**src/rtl/mem_bus_arbiter_if.sv**
```systemverilog
// Requester-side and Avalon-side signal bundle for the memory bus arbiter.
// The arbiter is the bus master; the slave view belongs to the environment.
interface mem_bus_arbiter_if #(
    parameter int ADDR_W = 32,
    parameter int DATA_W = 32
);
    localparam int BE_W = DATA_W / 8;

    // instruction fetch requester
    logic              fetch_req;
    logic [ADDR_W-1:0] fetch_addr;
    logic [DATA_W-1:0] fetch_rdata;
    logic              fetch_done;

    // load/store requester
    logic              data_req;
    logic              data_write;
    logic [ADDR_W-1:0] data_addr;
    logic [DATA_W-1:0] data_wdata;
    logic [BE_W-1:0]   data_byteenable;
    logic [DATA_W-1:0] data_rdata;
    logic              data_done;

    // external memory bus
    logic [ADDR_W-1:0] avm_address;
    logic              avm_read;
    logic              avm_write;
    logic [DATA_W-1:0] avm_writedata;
    logic [BE_W-1:0]   avm_byteenable;
    logic [DATA_W-1:0] avm_readdata;
    logic              avm_waitrequest;

    modport master (
        input  fetch_req, fetch_addr,
        input  data_req, data_write, data_addr, data_wdata, data_byteenable,
        input  avm_readdata, avm_waitrequest,
        output fetch_rdata, fetch_done, data_rdata, data_done,
        output avm_address, avm_read, avm_write, avm_writedata, avm_byteenable
    );

    modport slave (
        output fetch_req, fetch_addr,
        output data_req, data_write, data_addr, data_wdata, data_byteenable,
        output avm_readdata, avm_waitrequest,
        input  fetch_rdata, fetch_done, data_rdata, data_done,
        input  avm_address, avm_read, avm_write, avm_writedata, avm_byteenable
    );
endinterface

```
**src/rtl/mem_bus_arbiter.sv**
```systemverilog
// Shares one Avalon-style memory port between instruction fetch and load/store.
// Data wins ties; a requester is never re-granted in the cycle its done is high.
module mem_bus_arbiter #(
    parameter int ADDR_W = 32,
    parameter int DATA_W = 32
) (
    input  logic              clk,
    input  logic              reset,
    mem_bus_arbiter_if.master bus,
    output logic              busy
);
    localparam int BE_W = DATA_W / 8;

    typedef enum logic [1:0] {IDLE, FETCH, DATA} state_t;

    typedef struct packed {
        logic              write;
        logic [ADDR_W-1:0] addr;
        logic [DATA_W-1:0] wdata;
        logic [BE_W-1:0]   be;
    } req_t;

    state_t            state, state_nx;
    req_t              lat;
    logic              grant_fetch, grant_data, xfer_end;
    logic [DATA_W-1:0] fetch_rdata_q, data_rdata_q;
    logic              fetch_done_q, data_done_q;

    always_ff @(posedge clk or negedge reset) begin
        if (!reset) state <= IDLE;
        else        state <= state_nx;
    end

    // Done registers double as the "just served" mask for the grant decision.
    always_comb begin
        state_nx    = state;
        grant_fetch = 1'b0;
        grant_data  = 1'b0;
        xfer_end    = !bus.avm_waitrequest;
        case (state)
            IDLE: begin
                if (bus.data_req && !data_done_q) begin
                    grant_data = 1'b1;
                    state_nx   = DATA;
                end else if (bus.fetch_req && !fetch_done_q) begin
                    grant_fetch = 1'b1;
                    state_nx    = FETCH;
                end
            end
            FETCH, DATA: if (xfer_end) state_nx = IDLE;
            default:     state_nx = IDLE;
        endcase
    end

    // Bus outputs depend only on registered state, so they hold through stalls.
    always_comb begin
        bus.avm_address    = '0;
        bus.avm_read       = 1'b0;
        bus.avm_write      = 1'b0;
        bus.avm_writedata  = '0;
        bus.avm_byteenable = '0;
        case (state)
            FETCH: begin
                bus.avm_read       = 1'b1;
                bus.avm_address    = lat.addr & ~ADDR_W'(3);
                bus.avm_byteenable = {BE_W{1'b1}};
            end
            DATA: begin
                bus.avm_address    = lat.addr & ~ADDR_W'(3);
                bus.avm_byteenable = lat.be;
                if (lat.write) begin
                    bus.avm_write     = 1'b1;
                    bus.avm_writedata = lat.wdata;
                end else begin
                    bus.avm_read = 1'b1;
                end
            end
            default: ;
        endcase
    end

    always_ff @(posedge clk or negedge reset) begin
        if (!reset) begin
            lat           <= '0;
            fetch_rdata_q <= '0;
            data_rdata_q  <= '0;
            fetch_done_q  <= 1'b0;
            data_done_q   <= 1'b0;
        end else begin
            fetch_done_q <= 1'b0;
            data_done_q  <= 1'b0;
            if (grant_data) begin
                lat <= '{write: bus.data_write, addr: bus.data_addr,
                         wdata: bus.data_wdata, be: bus.data_byteenable};
            end else if (grant_fetch) begin
                lat <= '{write: 1'b0, addr: bus.fetch_addr,
                         wdata: {DATA_W{1'b0}}, be: {BE_W{1'b1}}};
            end
            if (state == FETCH && xfer_end) begin
                fetch_rdata_q <= bus.avm_readdata;
                fetch_done_q  <= 1'b1;
            end
            if (state == DATA && xfer_end) begin
                data_done_q <= 1'b1;
                if (!lat.write) data_rdata_q <= bus.avm_readdata;
            end
        end
    end

    assign bus.fetch_rdata = fetch_rdata_q;
    assign bus.fetch_done  = fetch_done_q;
    assign bus.data_rdata  = data_rdata_q;
    assign bus.data_done   = data_done_q;
    assign busy            = (state != IDLE);
endmodule

```
**src/flat_wrapper.sv**
```systemverilog
// flat-port wrapper written by rule: the top's interface ports become plain ports
module mem_bus_arbiter_flat 
#(
    parameter int ADDR_W = 32,
    parameter int DATA_W = 32
)
  (clk, reset, busy, bus_fetch_req, bus_fetch_addr, bus_data_req, bus_data_write, bus_data_addr, bus_data_wdata, bus_data_byteenable, bus_avm_readdata, bus_avm_waitrequest, bus_fetch_rdata, bus_fetch_done, bus_data_rdata, bus_data_done, bus_avm_address, bus_avm_read, bus_avm_write, bus_avm_writedata, bus_avm_byteenable);
  mem_bus_arbiter_if #(.ADDR_W(ADDR_W), .DATA_W(DATA_W)) bus_i ();
  input  logic clk;
  input  logic reset;
  output logic busy;
  input wire logic [$bits(bus_i.fetch_req)-1:0] bus_fetch_req;
  input wire logic [$bits(bus_i.fetch_addr)-1:0] bus_fetch_addr;
  input wire logic [$bits(bus_i.data_req)-1:0] bus_data_req;
  input wire logic [$bits(bus_i.data_write)-1:0] bus_data_write;
  input wire logic [$bits(bus_i.data_addr)-1:0] bus_data_addr;
  input wire logic [$bits(bus_i.data_wdata)-1:0] bus_data_wdata;
  input wire logic [$bits(bus_i.data_byteenable)-1:0] bus_data_byteenable;
  input wire logic [$bits(bus_i.avm_readdata)-1:0] bus_avm_readdata;
  input wire logic [$bits(bus_i.avm_waitrequest)-1:0] bus_avm_waitrequest;
  output wire logic [$bits(bus_i.fetch_rdata)-1:0] bus_fetch_rdata;
  output wire logic [$bits(bus_i.fetch_done)-1:0] bus_fetch_done;
  output wire logic [$bits(bus_i.data_rdata)-1:0] bus_data_rdata;
  output wire logic [$bits(bus_i.data_done)-1:0] bus_data_done;
  output wire logic [$bits(bus_i.avm_address)-1:0] bus_avm_address;
  output wire logic [$bits(bus_i.avm_read)-1:0] bus_avm_read;
  output wire logic [$bits(bus_i.avm_write)-1:0] bus_avm_write;
  output wire logic [$bits(bus_i.avm_writedata)-1:0] bus_avm_writedata;
  output wire logic [$bits(bus_i.avm_byteenable)-1:0] bus_avm_byteenable;
  assign bus_i.fetch_req = bus_fetch_req;
  assign bus_i.fetch_addr = bus_fetch_addr;
  assign bus_i.data_req = bus_data_req;
  assign bus_i.data_write = bus_data_write;
  assign bus_i.data_addr = bus_data_addr;
  assign bus_i.data_wdata = bus_data_wdata;
  assign bus_i.data_byteenable = bus_data_byteenable;
  assign bus_i.avm_readdata = bus_avm_readdata;
  assign bus_i.avm_waitrequest = bus_avm_waitrequest;
  assign bus_fetch_rdata = bus_i.fetch_rdata;
  assign bus_fetch_done = bus_i.fetch_done;
  assign bus_data_rdata = bus_i.data_rdata;
  assign bus_data_done = bus_i.data_done;
  assign bus_avm_address = bus_i.avm_address;
  assign bus_avm_read = bus_i.avm_read;
  assign bus_avm_write = bus_i.avm_write;
  assign bus_avm_writedata = bus_i.avm_writedata;
  assign bus_avm_byteenable = bus_i.avm_byteenable;
  mem_bus_arbiter #(.ADDR_W(ADDR_W), .DATA_W(DATA_W)) u_core (.clk(clk), .reset(reset), .bus(bus_i), .busy(busy));
endmodule
```
**config.mk**
```make
export PLATFORM = sky130hd
export DESIGN_NAME = mem_bus_arbiter_flat
export DESIGN_NICKNAME = d
export VERILOG_FILES = /design/src/rtl/mem_bus_arbiter_if.sv /design/src/rtl/mem_bus_arbiter.sv /design/src/flat_wrapper.sv
export SDC_FILE = /design/constraint.sdc
export NUM_CORES = 1
export LEC_CHECK = 0
export CAP_MARGIN = 20
export CORE_MARGIN = 5
export CORE_UTILIZATION = 43
export DETAILED_ROUTE_END_ITERATION = 10
export PLACE_DENSITY = 0.81
export SLEW_MARGIN = 20
export SYNTH_ARGS = -nofsm -noshare
export SYNTH_HDL_FRONTEND = slang
export SYNTH_SLANG_ARGS = --single-unit
```
**constraint.sdc**
```tcl
create_clock -name clk -period 1.8 [get_ports clk]
set_input_delay 0.36 -clock clk [delete_from_list [all_inputs] [get_ports clk]]
set_output_delay 0.36 -clock clk [all_outputs]
set_load 0.02 [all_outputs]
```
[Word level (Yosys, flattened, before mapping)]
Index checks and enable logic that the tools add are counted.
Word-level totals
  register bits after elaboration: 137
  input bits: 138
  output and inout bits: 137
  word-level logic and storage cells: 48
Cells by class
  equality and inequality tests: 4
  mux-type cells: 21
  bitwise gates (word level): 1
  reductions and logical operators: 13
Operators by type and width (count)
  69-bit two-way mux: 2
  32-bit two-way mux: 3
  1-bit two-way mux: 10
  4-bit case mux with 2 select lines: 1
  2-bit two-way mux: 3
  1-bit logical AND: 4
  2-bit case mux with 2 select lines: 1
  2-bit AND reduction: 2
  2-bit nonzero test: 2
  1-bit zero test: 3
  3-bit by 1-bit inequality test with 1-bit output (second input constant): 1
  2-bit by 1-bit equality test with 1-bit output (second input constant): 1
  2-bit equality test (second input constant): 1
  2-bit zero test: 1
  2-bit inequality test (second input constant): 1
  1-bit case mux with 2 select lines: 1
  2-bit OR reduction: 1
  1-bit NOT: 1

[Depth between registers and ports, before layout]
Gate-level depths: netlist of run 1.
  word-level depth: 7
  gate-level depth with buffers: 7

[Least setup slack after synthesis of run 1]
OpenSTA, ideal clock, no wires.
  path type: register to output
  start point: register u_core.state[1]
  end point: output bus_avm_address[10]
  arrival time: 1.366 ns
  setup slack: 0.074 ns
  stages on the path, launching flop included: 6
  buffers on the path: 2
  cells stage by stage: dfrtp_1 -> inv_1 -> ha_1 -> clkbuf_1 -> clkbuf_1 -> and2_1
Between the ends
  longest elaborated chain between the ends: 3
RTL lines
  from (decl): RTL line mem_bus_arbiter.sv:23  | state_t state, state_nx;
  from (signal assigned): RTL line mem_bus_arbiter.sv:31  | else state <= state_nx;
  2-bit equality test or 2-bit by 1-bit equality test with 1-bit output (tied branches): RTL line mem_bus_arbiter.sv:62  | case (state)
  2-bit OR reduction (no line) *
  32-bit two-way mux *: RTL line mem_bus_arbiter.sv:62
  to (decl): RTL line flat_wrapper.sv:25  | output wire logic [$bits(bus_i.avm_address)-1:0] bus_avm_address;
Every way passes the cells marked *; elsewhere a longest branch is shown, timed or not.

[Worst setup path after layout of run 1]
  start point: register u_core.state[1]
  end point: output bus_avm_address[24]
Same word-level chain as after synthesis.

==> impl_metrics.py, run 1 <==
metrics = {
    "logic_synthesis": {
        "synthArstFlopShare_pct": 100.0,
        "synth_area_leaders": "dfrtp_1 51%, mux2_4 21%, mux2_1 5.8%",
        "syn_inst": 505,
        "yosysMostFrequentCell": "dfrtp_1",
        "yosysTopAreaCell": "dfrtp_1",
        "synthTopCellsByCount": "135 x dfrtp_1, 90 x mux2_4, 34 x inv_1, 34 x mux2_1",
        "synth-seq-cells": 135,
        "synth_ff_type": "dfrtp_1",
        "ys_types": 29,
        "netlist.area_leader.share_pct": 51.35,
        "synth-edff-count": 0,
        "synth_area_per_cell_um2": 13.03,
        "ys_warn_count": 0,
        "synth.yosys.seq_area_share_pct": 51.35,
        "synth_area_mm2": 0.006579,
    },
    "floorplanning": {
        "rows": 45,
        "die_h_um": 133.7,
        "pin_count": 275,
        "die-area_mm2": 0.01787,
        "core_area_mm2": 0.01509,
        "die_w_um": 133.7,
        "start_util_pct": 43.60,
    },
    "drt": {
        "wl_per_cell_um": 20.03,
        "dr.pass1.iters": 5,
        "wl_met1_um": 7956,
        "postRouteAntennaNets": 0,
        "wl_met2_um": 10490,
        "met3_length_um": 1197,
        "drc_errors": 0,
        "highest_layer": "met4",
        "drt-vias-per-instance": 5.131,
        "vias": 5167,
        "drt_iter0_drc": 254,
        "finalWirelength_um": 20170,
    },
    "final_layout": {
        "fill_cells": 958,
        "num_antenna_cells": 0,
        "final_util_pct": 72.39,
        "final_cells": 1007,
        "final_net_count": 949,
        "multi_input_area_mm2": 0.003030,
        "area_delta_synth_final_pct": 66.03,
        "drive_gt1_share_pct": 36.39,
        "seq_area_mm2": 0.003378,
    },
    "global_routing": {
        "grt_pass1_vias": 5623,
        "grt-ovfl-total": 0,
        "antenna_found_initial": 0,
        "grt_util_all_layers_pct": 22.08,
        "grt_first_pass_wirelength_um": 31150,
        "grt_max_degree": 50,
    },
    "timing": {
        "fin_worst_skew_ns": 0.008064,
        "setup_viol": 77,
        "final_hold_viol_count": 0,
        "slew_viol_final": 0,
        "period_needed_ns": 1.978,
        "fmax_ghz": 0.5056,
        "fin_crit_sh_pct": 109.9,
        "final.setup.tns_ns": -10.31,
        "setup_ws_ns": -0.1779,
        "rsz0062_at_grt": "true",
    },
    "cts": {
        "numCtsBuffers": 17,
        "cts.sinks": 135,
        "cts.reportedPaths.clkPinSlew_ns": 0.06,
        "htreeDepth": 4,
        "clockBufferDepth": 2,
        "clockRootBuffer": "clkbuf_16",
        "cts_tree": "yes",
        "clk_latency_ns": 0.42,
    },
    "worst_setup_path": {
        "crit_type": "flip-flop to primary output",
        "critical_path.max_fanout": 19,
        "endpoint_kind": "primary output",
        "required_ns": 1.44,
        "start_kind": "flip-flop",
        "crit_arrival_ns": 1.62,
    },
    "pwr": {
        "power.density_mw_per_mm2": 1811,
        "p_leak_nw": 5.092,
        "vdd_drop_max_mv": 1.000,
    },
    "outcome": {
        "violations": "negative setup slack",
        "status": "finished with violations",
    },
    "place": {
        "place_congestion": 0.8627,
        "io_buffer_count": 268,
        "dp_hpwl_um": 13690,
        "dp_cells": 952,
    },
    "job": {
        "drv_cap": 0,
    },
    "hold_path": {
        "hold_path.class": "input pin to asynchronous set/reset pin",
    },
}
per-stage QoR:
step | cell area [µm²] | setup slack, ns | total power, mW | hold slack, ns
2_1_floorplan | 6583 | 0.07424 | 10.58 | 0.06441
3_3_place_gp | 9627 | -0.3138 | 14.43 | 0.3245
3_5_place_dp | 9627 | -0.3581 | 14.72 | 0.3368
4_1_cts | 10860 | -0.1801 | 19.89 | 0.4568
5_1_grt | 10920 | -0.2407 | 20.69 | 0.4923
6_report | 10920 | -0.1779 | 19.78 | 0.4553
routing by layer:
metal  track usage (%)  up-vias
met5                 0        -
met4             8.800        0
met3             4.985       36
met2             38.94      220
met1             26.13     2554
li1                  -     2357
critical path, stage by stage (launching register included):
cell and delay (ns):
dfrtp_1 0.39, inv_2 0.07, ha_4 0.32, buf_8 0.15, and2_1 0.16, buf_6 0.13
path summary, 6_finish.rpt:
kind / from / to / slack (ns) / cells past startpoint
max: u_core.state[1] / bus_avm_address[24] / -0.18 / 5
min: reset / u_core.bus.data_rdata[12] / 0.46 / 2
max reg2reg: u_core.state[0] / u_core.lat[49] / -0.04 / 9
min reg2reg: u_core.bus.fetch_rdata[10] / u_core.bus.fetch_rdata[10] / 0.49 / 1
max in group asynchronous: reset / u_core.lat[41] / 0.76 / 3
min in group clk: u_core.bus.fetch_rdata[10] / u_core.bus.fetch_rdata[10] / 0.49 / 1
where the power goes:
part	total [mW]	switching (mW)	leakage [nW]	internal, mW
clock network	3.59	1.36	0.292	2.23
registers	5.27	0.867	1.64	4.40
logic	10.9	4.89	3.16	6.03
total	19.8	7.12	5.09	12.7
placed cells by master (no fill, tap or decap), types with 2 or more instances in the layout:
cell type,netlist,final
clkbuf_16,0,18
and2_1,32,16
clkdlybuf4s50_1,0,181
inv_2,3,5
nor2b_1,6,4
buf_6,10,77
ha_4,0,5
and3_4,0,14
and3_1,32,18
clkinvlp_4,0,3
mux2_4,90,92
o21a_1,4,4
nand4_1,33,33
dlymetal6s2s_1,0,13
buf_12,0,14
and2_4,0,16
mux2_1,34,32
nand2b_1,3,2
buf_16,0,4
nand2_1,2,2
buf_8,0,2
buf_4,6,25
nor2b_4,0,2
inv_1,34,32
clkinv_4,0,4
a21oi_2,0,4
o21ai_1,33,33
nand4b_1,4,4
dfrtp_1,135,135
dlygate4sd2_1,0,4
conb_1,1,2
bufinv_16,0,3
area by class of cell:
class,count,share of cell area [%]
timing repair buffer,323,32.27
sequential,135,30.93
multi-input combinational,292,27.74
clock buffer,19,4.055
tap,188,2.153
clock inverter,13,1.581
inverter,37,1.271
cell families after synthesis:
logic type / after synthesis / synth area share, %
AND/OR/NAND/NOR: 115 / 11.24
buffers and inverters: 79 / 6.162
AO/OA/AOI/OAI: 45 / 3.728
adder cells (fa/ha/maj): 5 / 0.9509
other: 1 / 0.05700
multiplexers: 125 / 26.51
flip-flops: 135 / 51.35
state kept, by name, summed over array words and instances (netlist names):
signal                  cells
u_core.bus.fetch_done       1
u_core.bus.data_rdata      32
u_core.lat                 67
u_core.state                2
u_core.bus.data_done        1
u_core.bus.fetch_rdata     32
what timing repair did:
item / 4_1_cts / 5_1_grt
pin swaps: 4 / 7
gates resized for setup: 447 / 60
hold endpoints to repair: 45 / 0
hold buffers: 1 / 0
cloned: 8 / 1
buffers inserted: 18 / 4
endpoints found under the setup margin: 135 / 202
Note: power is estimated with default switching activity, not from simulation.
==> run 2, diff against run 1 <==
--- a/config.mk
+++ b/config.mk
@@ -10,7 +10,6 @@
 export CORE_UTILIZATION = 43
 export DETAILED_ROUTE_END_ITERATION = 10
 export PLACE_DENSITY = 0.81
-export SLEW_MARGIN = 20
 export SYNTH_ARGS = -nofsm -noshare
 export SYNTH_HDL_FRONTEND = slang
 export SYNTH_SLANG_ARGS = --single-unit
==> results of run 2 <==
Same layout as run 1: the final DEF is identical, and so are final timing and power.
